[src/rtl/tetris_pkg.sv]
// rtl/tetris_pkg.sv - shared command, key-code and FSM state definitions for the keypad command path
package tetris_pkg;

    typedef enum logic [2:0] {
        CMD_NONE,
        CMD_LEFT,
        CMD_RIGHT,
        CMD_ROTATE,
        CMD_SOFT,
        CMD_HARD
    } cmd_e;

    typedef enum logic [2:0] {
        ST_IDLE,
        ST_DEBOUNCE,
        ST_HOLD_DAS,
        ST_HOLD_ARR,
        ST_RELEASE
    } state_e;

    localparam logic [3:0] KEY_LEFT  = 4'd7;
    localparam logic [3:0] KEY_RIGHT = 4'd9;
    localparam logic [3:0] KEY_ROT   = 4'd5;
    localparam logic [3:0] KEY_SOFT  = 4'd8;
    localparam logic [3:0] KEY_HARD  = 4'd0;

    function automatic logic is_repeat(cmd_e c);
        return (c == CMD_LEFT) || (c == CMD_RIGHT) || (c == CMD_SOFT);
    endfunction

endpackage

[src/rtl/cmd_fifo2.sv]
// rtl/cmd_fifo2.sv - two-entry in-order valid/ready queue of game commands
module cmd_fifo2
    import tetris_pkg::*;
(
    input  logic clk,
    input  logic reset,
    input  logic push,
    input  cmd_e push_cmd,
    input  logic cmd_ready,
    output logic cmd_valid,
    output cmd_e cmd,
    output logic full,
    output logic drop
);

    cmd_e       mem0;
    cmd_e       mem1;
    logic [1:0] count;
    logic       pop;
    logic       accept;

    // mem0 is the head; unused slots are kept at CMD_NONE so cmd reads NONE when empty
    assign cmd_valid = (count != 2'd0);
    assign cmd       = mem0;
    assign full      = (count == 2'd2);
    assign pop       = cmd_valid & cmd_ready;
    assign accept    = push & (~full | pop);
    assign drop      = push & full & ~pop;

    always_ff @(posedge clk or negedge reset) begin
        if (!reset) begin
            mem0  <= CMD_NONE;
            mem1  <= CMD_NONE;
            count <= 2'd0;
        end else begin
            case ({pop, accept})
                2'b10: begin
                    mem0  <= mem1;
                    mem1  <= CMD_NONE;
                    count <= count - 2'd1;
                end
                2'b01: begin
                    if (count == 2'd0) mem0 <= push_cmd;
                    else               mem1 <= push_cmd;
                    count <= count + 2'd1;
                end
                2'b11: begin
                    if (count == 2'd1) begin
                        mem0 <= push_cmd;
                    end else begin
                        mem0 <= mem1;
                        mem1 <= push_cmd;
                    end
                end
                default: ;
            endcase
        end
    end

endmodule

[src/rtl/key_cmd_repeater.sv]
// rtl/key_cmd_repeater.sv - debounces scanned keys and emits auto-repeating game commands into a queue
module key_cmd_repeater
    import tetris_pkg::*;
#(
    parameter int DEBOUNCE_TICKS = 3,
    parameter int DAS_TICKS      = 16,
    parameter int ARR_TICKS      = 4,
    parameter int CW             = 5
) (
    input  logic       clk,
    input  logic       reset,
    input  logic       tick,
    input  logic       key_valid,
    input  logic [3:0] key_code,
    output logic       cmd_valid,
    output cmd_e       cmd,
    input  logic       cmd_ready,
    output logic       ovf,
    input  logic       ovf_clr
);

    localparam logic [CW-1:0] DEB_LAST = CW'(DEBOUNCE_TICKS - 1);
    localparam logic [CW-1:0] DAS_LAST = CW'(DAS_TICKS - 1);
    localparam logic [CW-1:0] ARR_LAST = CW'(ARR_TICKS - 1);
    localparam logic [CW-1:0] CNT_ONE  = CW'(1);
    localparam bit            DEB_ONE  = (DEBOUNCE_TICKS == 1);

    function automatic cmd_e map_key(logic [3:0] code);
        case (code)
            KEY_LEFT:  return CMD_LEFT;
            KEY_RIGHT: return CMD_RIGHT;
            KEY_ROT:   return CMD_ROTATE;
            KEY_SOFT:  return CMD_SOFT;
            KEY_HARD:  return CMD_HARD;
            default:   return CMD_NONE;
        endcase
    endfunction

    state_e        state, state_nxt;
    logic [CW-1:0] cnt, cnt_nxt;
    logic [4:0]    cur_smp, cur_nxt;
    logic [4:0]    sample;
    logic          stable;
    logic          rep;
    logic          push;
    cmd_e          push_cmd;
    logic          fifo_full;
    logic          fifo_drop;

    // the code is meaningless while no key is down, so released samples collapse to one value
    assign sample = key_valid ? {1'b1, key_code} : 5'd0;
    assign stable = (sample == cur_smp);
    assign rep    = is_repeat(map_key(cur_smp[3:0]));

    always_ff @(posedge clk or negedge reset) begin
        if (!reset) begin
            state   <= ST_IDLE;
            cnt     <= '0;
            cur_smp <= '0;
        end else begin
            state   <= state_nxt;
            cnt     <= cnt_nxt;
            cur_smp <= cur_nxt;
        end
    end

    always_comb begin
        state_nxt = state;
        cnt_nxt   = cnt;
        cur_nxt   = cur_smp;
        if (tick) begin
            case (state)
                ST_IDLE: begin
                    if (key_valid) begin
                        cur_nxt = sample;
                        if (DEB_ONE) begin
                            state_nxt = ST_HOLD_DAS;
                            cnt_nxt   = '0;
                        end else begin
                            state_nxt = ST_DEBOUNCE;
                            cnt_nxt   = CNT_ONE;
                        end
                    end
                end
                ST_DEBOUNCE: begin
                    if (!stable) begin
                        state_nxt = ST_IDLE;
                        cnt_nxt   = '0;
                    end else if (cnt == DEB_LAST) begin
                        state_nxt = ST_HOLD_DAS;
                        cnt_nxt   = '0;
                    end else begin
                        cnt_nxt = cnt + CNT_ONE;
                    end
                end
                ST_HOLD_DAS, ST_HOLD_ARR: begin
                    if (!stable) begin
                        state_nxt = ST_RELEASE;
                        cnt_nxt   = CNT_ONE;
                        cur_nxt   = sample;
                    end else if (state == ST_HOLD_DAS) begin
                        if (rep && cnt == DAS_LAST) begin
                            state_nxt = ST_HOLD_ARR;
                            cnt_nxt   = '0;
                        end else if (cnt != '1) begin
                            cnt_nxt = cnt + CNT_ONE;
                        end
                    end else if (cnt == ARR_LAST) begin
                        cnt_nxt = '0;
                    end else begin
                        cnt_nxt = cnt + CNT_ONE;
                    end
                end
                ST_RELEASE: begin
                    if (!stable) begin
                        cnt_nxt = CNT_ONE;
                        cur_nxt = sample;
                    end else if (cnt >= DEB_LAST) begin
                        cnt_nxt   = '0;
                        state_nxt = cur_smp[4] ? ST_HOLD_DAS : ST_IDLE;
                    end else begin
                        cnt_nxt = cnt + CNT_ONE;
                    end
                end
                default: begin
                    state_nxt = ST_IDLE;
                    cnt_nxt   = '0;
                end
            endcase
        end
    end

    always_comb begin
        push     = 1'b0;
        push_cmd = map_key((state == ST_IDLE) ? key_code : cur_smp[3:0]);
        if (tick) begin
            case (state)
                ST_IDLE:     push = key_valid && DEB_ONE;
                ST_DEBOUNCE: push = stable && (cnt == DEB_LAST);
                ST_HOLD_DAS: push = stable && rep && (cnt == DAS_LAST);
                ST_HOLD_ARR: push = stable && (cnt == ARR_LAST);
                ST_RELEASE:  push = stable && (cnt >= DEB_LAST) && cur_smp[4];
                default:     push = 1'b0;
            endcase
        end
        push = push && (push_cmd != CMD_NONE);
    end

    cmd_fifo2 u_fifo (
        .clk       (clk),
        .reset     (reset),
        .push      (push),
        .push_cmd  (push_cmd),
        .cmd_ready (cmd_ready),
        .cmd_valid (cmd_valid),
        .cmd       (cmd),
        .full      (fifo_full),
        .drop      (fifo_drop)
    );

    always_ff @(posedge clk or negedge reset) begin
        if (!reset)                      ovf <= 1'b0;
        else if (fifo_drop && fifo_full) ovf <= 1'b1;
        else if (ovf_clr)                ovf <= 1'b0;
    end

endmodule

[config.mk]
export PLATFORM = sky130hd
export DESIGN_NAME = key_cmd_repeater
export DESIGN_NICKNAME = d
export VERILOG_FILES = /design/src/rtl/tetris_pkg.sv /design/src/rtl/cmd_fifo2.sv /design/src/rtl/key_cmd_repeater.sv
export SDC_FILE = /design/constraint.sdc
export NUM_CORES = 1
export LEC_CHECK = 0
export CAP_MARGIN = 40
export CORE_MARGIN = 1.5
export CORE_UTILIZATION = 40
export CTS_BUF_LIST = sky130_fd_sc_hd__clkbuf_16
export DETAILED_ROUTE_END_ITERATION = 10
export GPL_TIMING_DRIVEN = 0
export SLEW_MARGIN = 25
export SYNTH_ARGS = -nofsm -noshare
export SYNTH_HDL_FRONTEND = slang
export SYNTH_SLANG_ARGS = --single-unit
[constraint.sdc]
create_clock -name clk -period 6.27 [get_ports clk]
set_input_delay 1.254 -clock clk [delete_from_list [all_inputs] [get_ports clk]]
set_output_delay 1.254 -clock clk [all_outputs]
set_load 0.02 [all_outputs]
==> After elaboration in Yosys (flattened, before gate mapping) <==
Index checks and enable logic that the tools add are counted.
{ "word_totals": {"output_inout_bits": 5, "register_bits": 22, "input_bits": 10, "elab_cells": 121} }
{ "classes": {"order_cmp": 1, "addsub": 3, "mux": 39, "eq_ne": 36, "bitwise_logic": 7, "n_reduce_logical": 28} }
{ "op_table": {"columns": ["cell", "n"], "rows": [
  ["5-bit two-way mux", 13],
  ["3-bit two-way mux", 12],
  ["3-bit one-hot mux with 5 select lines", 2],
  ["5-bit one-hot mux with 4 select lines", 1],
  ["3-bit one-hot mux with 3 select lines", 2],
  ["4-bit by 3-bit equality test with 1-bit output, second input constant", 4],
  ["4-bit equality test, second input constant", 4],
  ["2-bit != test, second input constant", 6],
  ["3-bit one-hot mux with 4 select lines", 1],
  ["5-bit by 2-bit equality test with 1-bit output, second input constant", 2],
  ["5-bit != test, second input constant", 2],
  ["5-bit one-hot mux with 2 select lines", 1],
  ["3-bit by 2-bit equality test with 1-bit output, second input constant", 3],
  ["1-bit logical AND", 9],
  ["3-bit != test, second input constant", 3],
  ["4-bit zero test", 2],
  ["2-bit nonzero test", 4],
  ["7-bit AND reduction", 1],
  ["2-bit equality test, second input constant", 3],
  ["3-bit by 1-bit equality test with 1-bit output, second input constant", 2],
  ["3-bit equality test, second input constant", 2],
  ["3-bit AND reduction", 2],
  ["3-bit nonzero test", 2],
  ["5-bit by 1-bit adder with 5-bit output, second input constant", 1],
  ["22 further kinds", 30]
]} }

==> Logic depth before layout (Yosys ltp) <==
Gate-level depths: netlist (run 1).
{ "logic_depth": {"word_depth": 14, "mapped_depth": 13} }

==> By module <==
From an unflattened synthesis (run 1), not the netlist that was laid out.
{ "hier_totals": {"hier_cells": 200, "hier_area_um2": 1783.0} }
{ "by_module_without_submodules": {"columns": ["mod", "instances", "seq_area_each_um2", "area_per_inst_um2", "cells_per_inst"], "rows": [
  ["key_cmd_repeater", 1, 350.3, 1218.7, 142],
  ["cmd_fifo2", 1, 200.2, 564.3, 58]
]} }

==> Least setup slack after synthesis (run 1) <==
Ideal clock, no wire load.
{ "synth_timing": {"path_type": "input-to-reg", "start": "input key_valid", "end": "register u_fifo.mem0[0] (netlist: u_fifo.cmd[0])", "n_path_buf": 2, "arrival_ns": 3.326, "t_required_ns": 6.149, "path_stages": 12, "path_slack_ns": 2.823, "path_cell_list": "buf_2 -> nand2_1 -> a221o_1 -> nor3_2 -> nand4_1 -> inv_1 -> ha_1 -> clkbuf_1 -> nor2b_1 -> nor2b_1 -> a221o_1 -> o22a_1"} }
{ "synth_between": {"elab_chain_cells": 11, "elab_cells_between_ends": 19, "classes_between": "5 x eq/ne; 4 x mux; 1 x bitwise; 9 x reduce/logical"} }
{ "synth_lines": {"columns": ["item", "line_no", "rtl"], "rows": [
  ["start, declared", "key_cmd_repeater.sv:13", "input logic key_valid,"],
  ["5-bit two-way mux *", "key_cmd_repeater.sv:51", "assign sample = key_valid ? {1'b1, key_code} : 5'd0;"],
  ["5-bit equality test *", "key_cmd_repeater.sv:52", "assign stable = (sample == cur_smp);"],
  ["1-bit logical AND (on tied branches) (2 in a row)", "key_cmd_repeater.sv:142, key_cmd_repeater.sv:140", null],
  ["1-bit one-hot mux with 4 select lines *", "key_cmd_repeater.sv:137", "case (state)"],
  ["1-bit two-way mux *", "key_cmd_repeater.sv:136", "if (tick) begin"],
  ["1-bit logical AND *", "key_cmd_repeater.sv:146", "push = push && (push_cmd != CMD_NONE);"],
  ["1-bit AND *", "cmd_fifo2.sv:27", "assign accept = push & (~full | pop);"],
  ["2-bit by 1-bit equality test with 1-bit output / 2-bit equality test (equally long branches)", "cmd_fifo2.sv:36", "case ({pop, accept})"],
  ["2-bit by 1-bit != test with 1-bit output (no source line) / 3-bit nonzero test (equally long branches)", null, null],
  ["2-bit AND reduction (no source line)", null, null],
  ["end signal, assigned", "cmd_fifo2.sv:38", "mem0 <= mem1;"],
  ["end signal, assigned", "cmd_fifo2.sv:43", "if (count == 2'd0) mem0 <= push_cmd;"],
  ["end signal, assigned", "cmd_fifo2.sv:49", "mem0 <= push_cmd;"],
  ["end, declared", "cmd_fifo2.sv:16", "cmd_e mem0;"]
]} }
Every way passes the cells marked *; elsewhere a longest branch is shown, timed or not.
A chain may end at the register's enable or synchronous reset.

==> Worst setup path in the final report (run 1) <==
{ "layout_timing": {"start": "input key_code[0]", "end": "register u_fifo.mem0[0] (netlist: u_fifo.cmd[0])"} }
{ "layout_between": {"elab_chain_cells": 11, "elab_cells_between_ends": 29, "classes_between": "9 x eq/ne; 8 x mux; 1 x bitwise; 11 x reduce/logical"} }
{ "layout_lines": {"columns": ["item", "line_no", "rtl"], "rows": [
  ["start, declared", "key_cmd_repeater.sv:14", "input logic [3:0] key_code,"],
  ["5-bit two-way mux", "key_cmd_repeater.sv:51", null],
  ["5-bit equality test", "key_cmd_repeater.sv:52", null],
  ["1-bit logical AND (on tied branches) (2 in a row)", "key_cmd_repeater.sv:142, key_cmd_repeater.sv:140", null],
  ["1-bit one-hot mux with 4 select lines", "key_cmd_repeater.sv:137", null],
  ["1-bit two-way mux", "key_cmd_repeater.sv:136", null],
  ["1-bit logical AND", "key_cmd_repeater.sv:146", null],
  ["1-bit AND", "cmd_fifo2.sv:27", null],
  ["2-bit by 1-bit equality test with 1-bit output / 2-bit equality test (equally long branches)", "cmd_fifo2.sv:36", null],
  ["2-bit by 1-bit != test with 1-bit output (no source line) / 3-bit nonzero test (equally long branches)", null, null],
  ["2-bit AND reduction (no source line)", null, null]
]} }
Several ways; a longest one is shown, not always the timed one. The select of a mux whose other input is x is not followed.

==> results of run 1 <==
[where the power goes]
group / leakage, uW / switching (uW) / internal [uW]
clock: 0.0000511 / 53.9 / 127
combinational: 0.000590 / 301 / 189
sequential: 0.000286 / 30.6 / 187
[worst paths after layout]
check	startpoint	end	slack, ns	cells after the start
setup / recovery	key_code[0]	u_fifo.cmd[0]	2.31	12
hold / removal	u_fifo.count[0]	u_fifo.count[0]	0.50	1
setup reg to reg	cnt[1]	u_fifo.cmd[0]	3.14	13
hold reg to reg	u_fifo.count[0]	u_fifo.count[0]	0.50	1
max in group asynchronous	reset	u_fifo.cmd[0]	4.42	2
min in group asynchronous	reset	state[2]	1.37	1
[layout by cell type, fill, tap and decap left out, drive strengths merged, types with 2 or more instances in the layout]
| master | netlist | layout |
|---|---|---|
| o22a | 2 | 2 |
| a221o | 3 | 3 |
| nand2 | 16 | 16 |
| or3 | 6 | 6 |
| clkdlybuf4s50 | 0 | 13 |
| a21oi | 6 | 6 |
| nor2 | 10 | 10 |
| mux2i | 10 | 10 |
| a211o | 4 | 4 |
| o21ai | 12 | 12 |
| nand3 | 5 | 5 |
| and3 | 3 | 3 |
| a211oi | 3 | 3 |
| buf | 3 | 4 |
| nor3b | 4 | 4 |
| a31oi | 3 | 3 |
| inv | 19 | 19 |
| a32o | 3 | 3 |
| a41o | 2 | 2 |
| xnor2 | 2 | 2 |
| o31ai | 2 | 2 |
| o22ai | 3 | 3 |
| a221oi | 4 | 4 |
| clkbuf | 6 | 9 |
| nor2b | 9 | 9 |
| nand4 | 4 | 4 |
| xor2 | 3 | 3 |
| dfrtp | 22 | 22 |
| ha | 9 | 9 |
| nor3 | 8 | 8 |
| o21bai | 2 | 2 |
| nand2b | 2 | 2 |
[registers in the layout, summed over array words and instances (netlist names)]
register and flops:
state 3, ovf 1, u_fifo.mem1 3, u_fifo.count 2
u_fifo.cmd 3, cnt 5, cur_smp 5
[per-stage QoR]
| stage | instance area [sq um] | hold WS [ns] | instances | setup WS (ns) |
|---|---|---|---|---|
| after floorplan | 1755 | 0.4687 | 203 | 2.823 |
| after global placement | 1948 | 0.4875 | 266 | 2.081 |
| after detailed placement | 1963 | 0.4948 | 267 | 2.057 |
| after CTS | 2068 | 0.5080 | 271 | 2.318 |
| after global routing | 2068 | 0.5351 | 271 | 2.099 |
| final | 2068 | 0.5028 | 271 | 2.311 |
[critical path, delay by kind of cell]
family          cells  cell delay (ns)
xor+xnor            1             0.18
buf+inv             3             0.95
simple gates        3             0.47
fa+ha+maj           1             0.14
compound gates      4             1.11
[metal layers]
layer	up-vias	wire length (um)	GRT usage
met4	0	61	0.04357
met1	775	2023	0.2399
met3	7	152	0.02907
met2	40	1998	0.3013
li1	792	-	-
met5	-	0	0
[layout make-up]
class | count | area share
multi-input cells | 153 | 0.5293
flip-flops and latches | 22 | 0.2662
repair buffers | 14 | 0.07018
clock buffers | 3 | 0.03630
inverters | 19 | 0.03448
well taps | 50 | 0.03025
plain buffers | 9 | 0.01875
clock inverters | 1 | 0.01452
[logic make-up (layout without fill, tap and decap cells)]
| kind of cell | after synthesis | after routing | synth area share |
|---|---|---|---|
| compound gates | 58 | 58 | 0.2495 |
| xor+xnor | 5 | 5 | 0.02495 |
| fa+ha+maj | 9 | 9 | 0.06415 |
| buf+inv | 28 | 46 | 0.06271 |
| flops | 22 | 22 | 0.3136 |
| mux | 11 | 11 | 0.06344 |
| simple gates | 70 | 70 | 0.2217 |
==> summary.txt, run 1 <==
STA
  • RSZ-0062 raised after global routing: false
  • Final Skew: 0.002890 ns
  • Rel. slew slack: 0.4802
  • Post-route setup TNS: 0 ns
  • Final period util: 0.6315
  • Final Max Tran Viols: 0
  • Fin crit period: 3.959 ns
  • Worst-Margin Slew: 0.7798 ns
  • Final Hold Vio Count: 0
  • Achievable Freq: 252.6 MHz
  • Final Setup Violations: 0

Logic synthesis
  • Sequential share of the synthesized area: 0.3136
  • Yosys Warn Count: 0
  • Cell count after synthesis: 203
  • Avg Inst Size Synth: 8.647 sq um
  • Post-synth top area cell: dfrtp_1
  • Most frequent cell after synthesis: dfrtp_1
  • Synth area leaders: dfrtp_1 31%, ha_1 6.4%, mux2i_1 5.7%
  • Post-synth top cells: 22 x dfrtp_1, 18 x inv_1, 16 x nand2_1
  • Number of synthesized flops with an enable pin: 0
  • Synth Register Bits: 22
  • Number of library cell types mapped by synthesis: 53
  • Ys async rst share: 1.000
  • Area fraction of the dominant cell type after synthesis: 0.3136
  • Syn_nets: 222
  • Commonest register cell after synthesis: dfrtp_1
  • Post-Syn Area: 1755 sq um

Global routing
  • Initial antenna violation count: 0
  • Largest net degree at the start of global routing: 14
  • First-pass GRT wire length: 7.217 mm
  • Total global routing track utilization: 0.1789
  • Vias in the first global route: 1574
  • Overflow after GRT: 0

Setup path
  • Worst Path Required: 6.42 ns
  • Crit path cell chain: clkdlybuf4s50_1 -> xor2_1 -> a211o_1 -> o22ai_2 -> nand4_1 -> inv_1 -> ha_1 -> clkbuf_1 -> nor2b_1 -> nor2b_1 -> a221o_1 -> o22a_1
  • CP Capture Type: flop
  • Crit-path most repeated cell: nor2b_1
  • Crit-path slowest cell: clkdlybuf4s50_1
  • Crit start category: primary input
  • CP max stage delay: 0.50 ns
  • Worst EP arrival: 4.10 ns
  • Critical path fanouts, max: 9
  • Crit Path Category: in -> reg

Placement
  • HPWL after DPL: 3.198 mm
  • RD Place Congestion: 0.9156
  • I/O Buffers: 13

CTS
  • CTS resizes: 0
  • Root buf cell: clkbuf_16
  • CTS tree: done
  • Clk_lat worst skew: 0.26 ns
  • Setup Fix Bufs, Post-CTS: 0
  • Max Buffers Root-to-Sink: 2
  • Hold_buf cts: 0
  • Clock sinks: 22
  • H-tree lvl count: 1
  • Num CTS Buffers: 3
  • Clock slew at reported path FFs: 0.06 ns

Route
  • DR WL/cell: 15.63 um
  • Via count: 1614
  • Final antenna-violating net count: 0
  • DR iter-0 viols: 134
  • Vias per cell: 5.956
  • Routed WL: 4.236 mm
  • Drt first pass iters: 4
  • Drt drc: 0

Pwr
  • Worst vdd ir: 0.1291 mV
  • Overall power: 888.6 uW
  • Leakage: 0.0009266 uW
  • Power Dens Cells: 429.6 nW/um^2

Layout
  • P&R area growth vs syn: 17.82%
  • Register area: 550.5 sq um
  • Nets@finish: 241
  • Fillers: 401
  • Antenna cell count: 0
  • Area of the multi-input gates: 1095 sq um
  • Fraction of layout cells with a size suffix above 1: 0.08145
  • Utilization after layout: 0.5026

Floorplanning
  • Top-Level Pins: 15
  • Die width: 69.25 um
  • Die ar.: 4795 sq um
  • Die height: 69.25 um
  • Rows: 23
  • CORE AREA: 4115 sq um
  • Initial Util: 0.4266

Run status
  • Status: finished, final reports clean

Job
  • Max-Cap Viols: 0

Worst hold path
  • Class of the worst hold path: reg -> reg
Power figures use the tool's default switching activity.
==> run 2, diff against run 1 <==
==> constraint.sdc (replaced) <==
create_clock -name clk -period 4 [get_ports clk]
set_input_delay 0.8 -clock clk [delete_from_list [all_inputs] [get_ports clk]]
set_output_delay 0.8 -clock clk [all_outputs]
set_load 0.02 [all_outputs]
==> results of run 2 <==
The final DEF is identical to that of run 1. Status: finished, final reports clean.
Main changes from that run: setup slack after placement 2.057 ns -> 0.2405 ns; setup slack after layout 2.311 ns -> 0.4946 ns; register-to-register setup slack 3.14 ns -> 0.87 ns; total power 888.6 uW -> 1393 uW; worst IR drop on VDD 0.1291 mV -> 0.2024 mV
==> run 3, diff against run 2 <==
--- a/config.mk
+++ b/config.mk
@@ -11,7 +11,7 @@
 export CTS_BUF_LIST = sky130_fd_sc_hd__clkbuf_16
 export DETAILED_ROUTE_END_ITERATION = 10
 export GPL_TIMING_DRIVEN = 0
-export SLEW_MARGIN = 25
+export SLEW_MARGIN = 10
 export SYNTH_ARGS = -nofsm -noshare
 export SYNTH_HDL_FRONTEND = slang
 export SYNTH_SLANG_ARGS = --single-unit
==> results of run 3 <==
The final DEF is identical to that of run 1. Status: finished, final reports clean.
Main changes from that run: setup slack after placement 2.057 ns -> 0.2405 ns; setup slack after layout 2.311 ns -> 0.4946 ns; register-to-register setup slack 3.14 ns -> 0.87 ns; total power 888.6 uW -> 1393 uW; worst IR drop on VDD 0.1291 mV -> 0.2024 mV
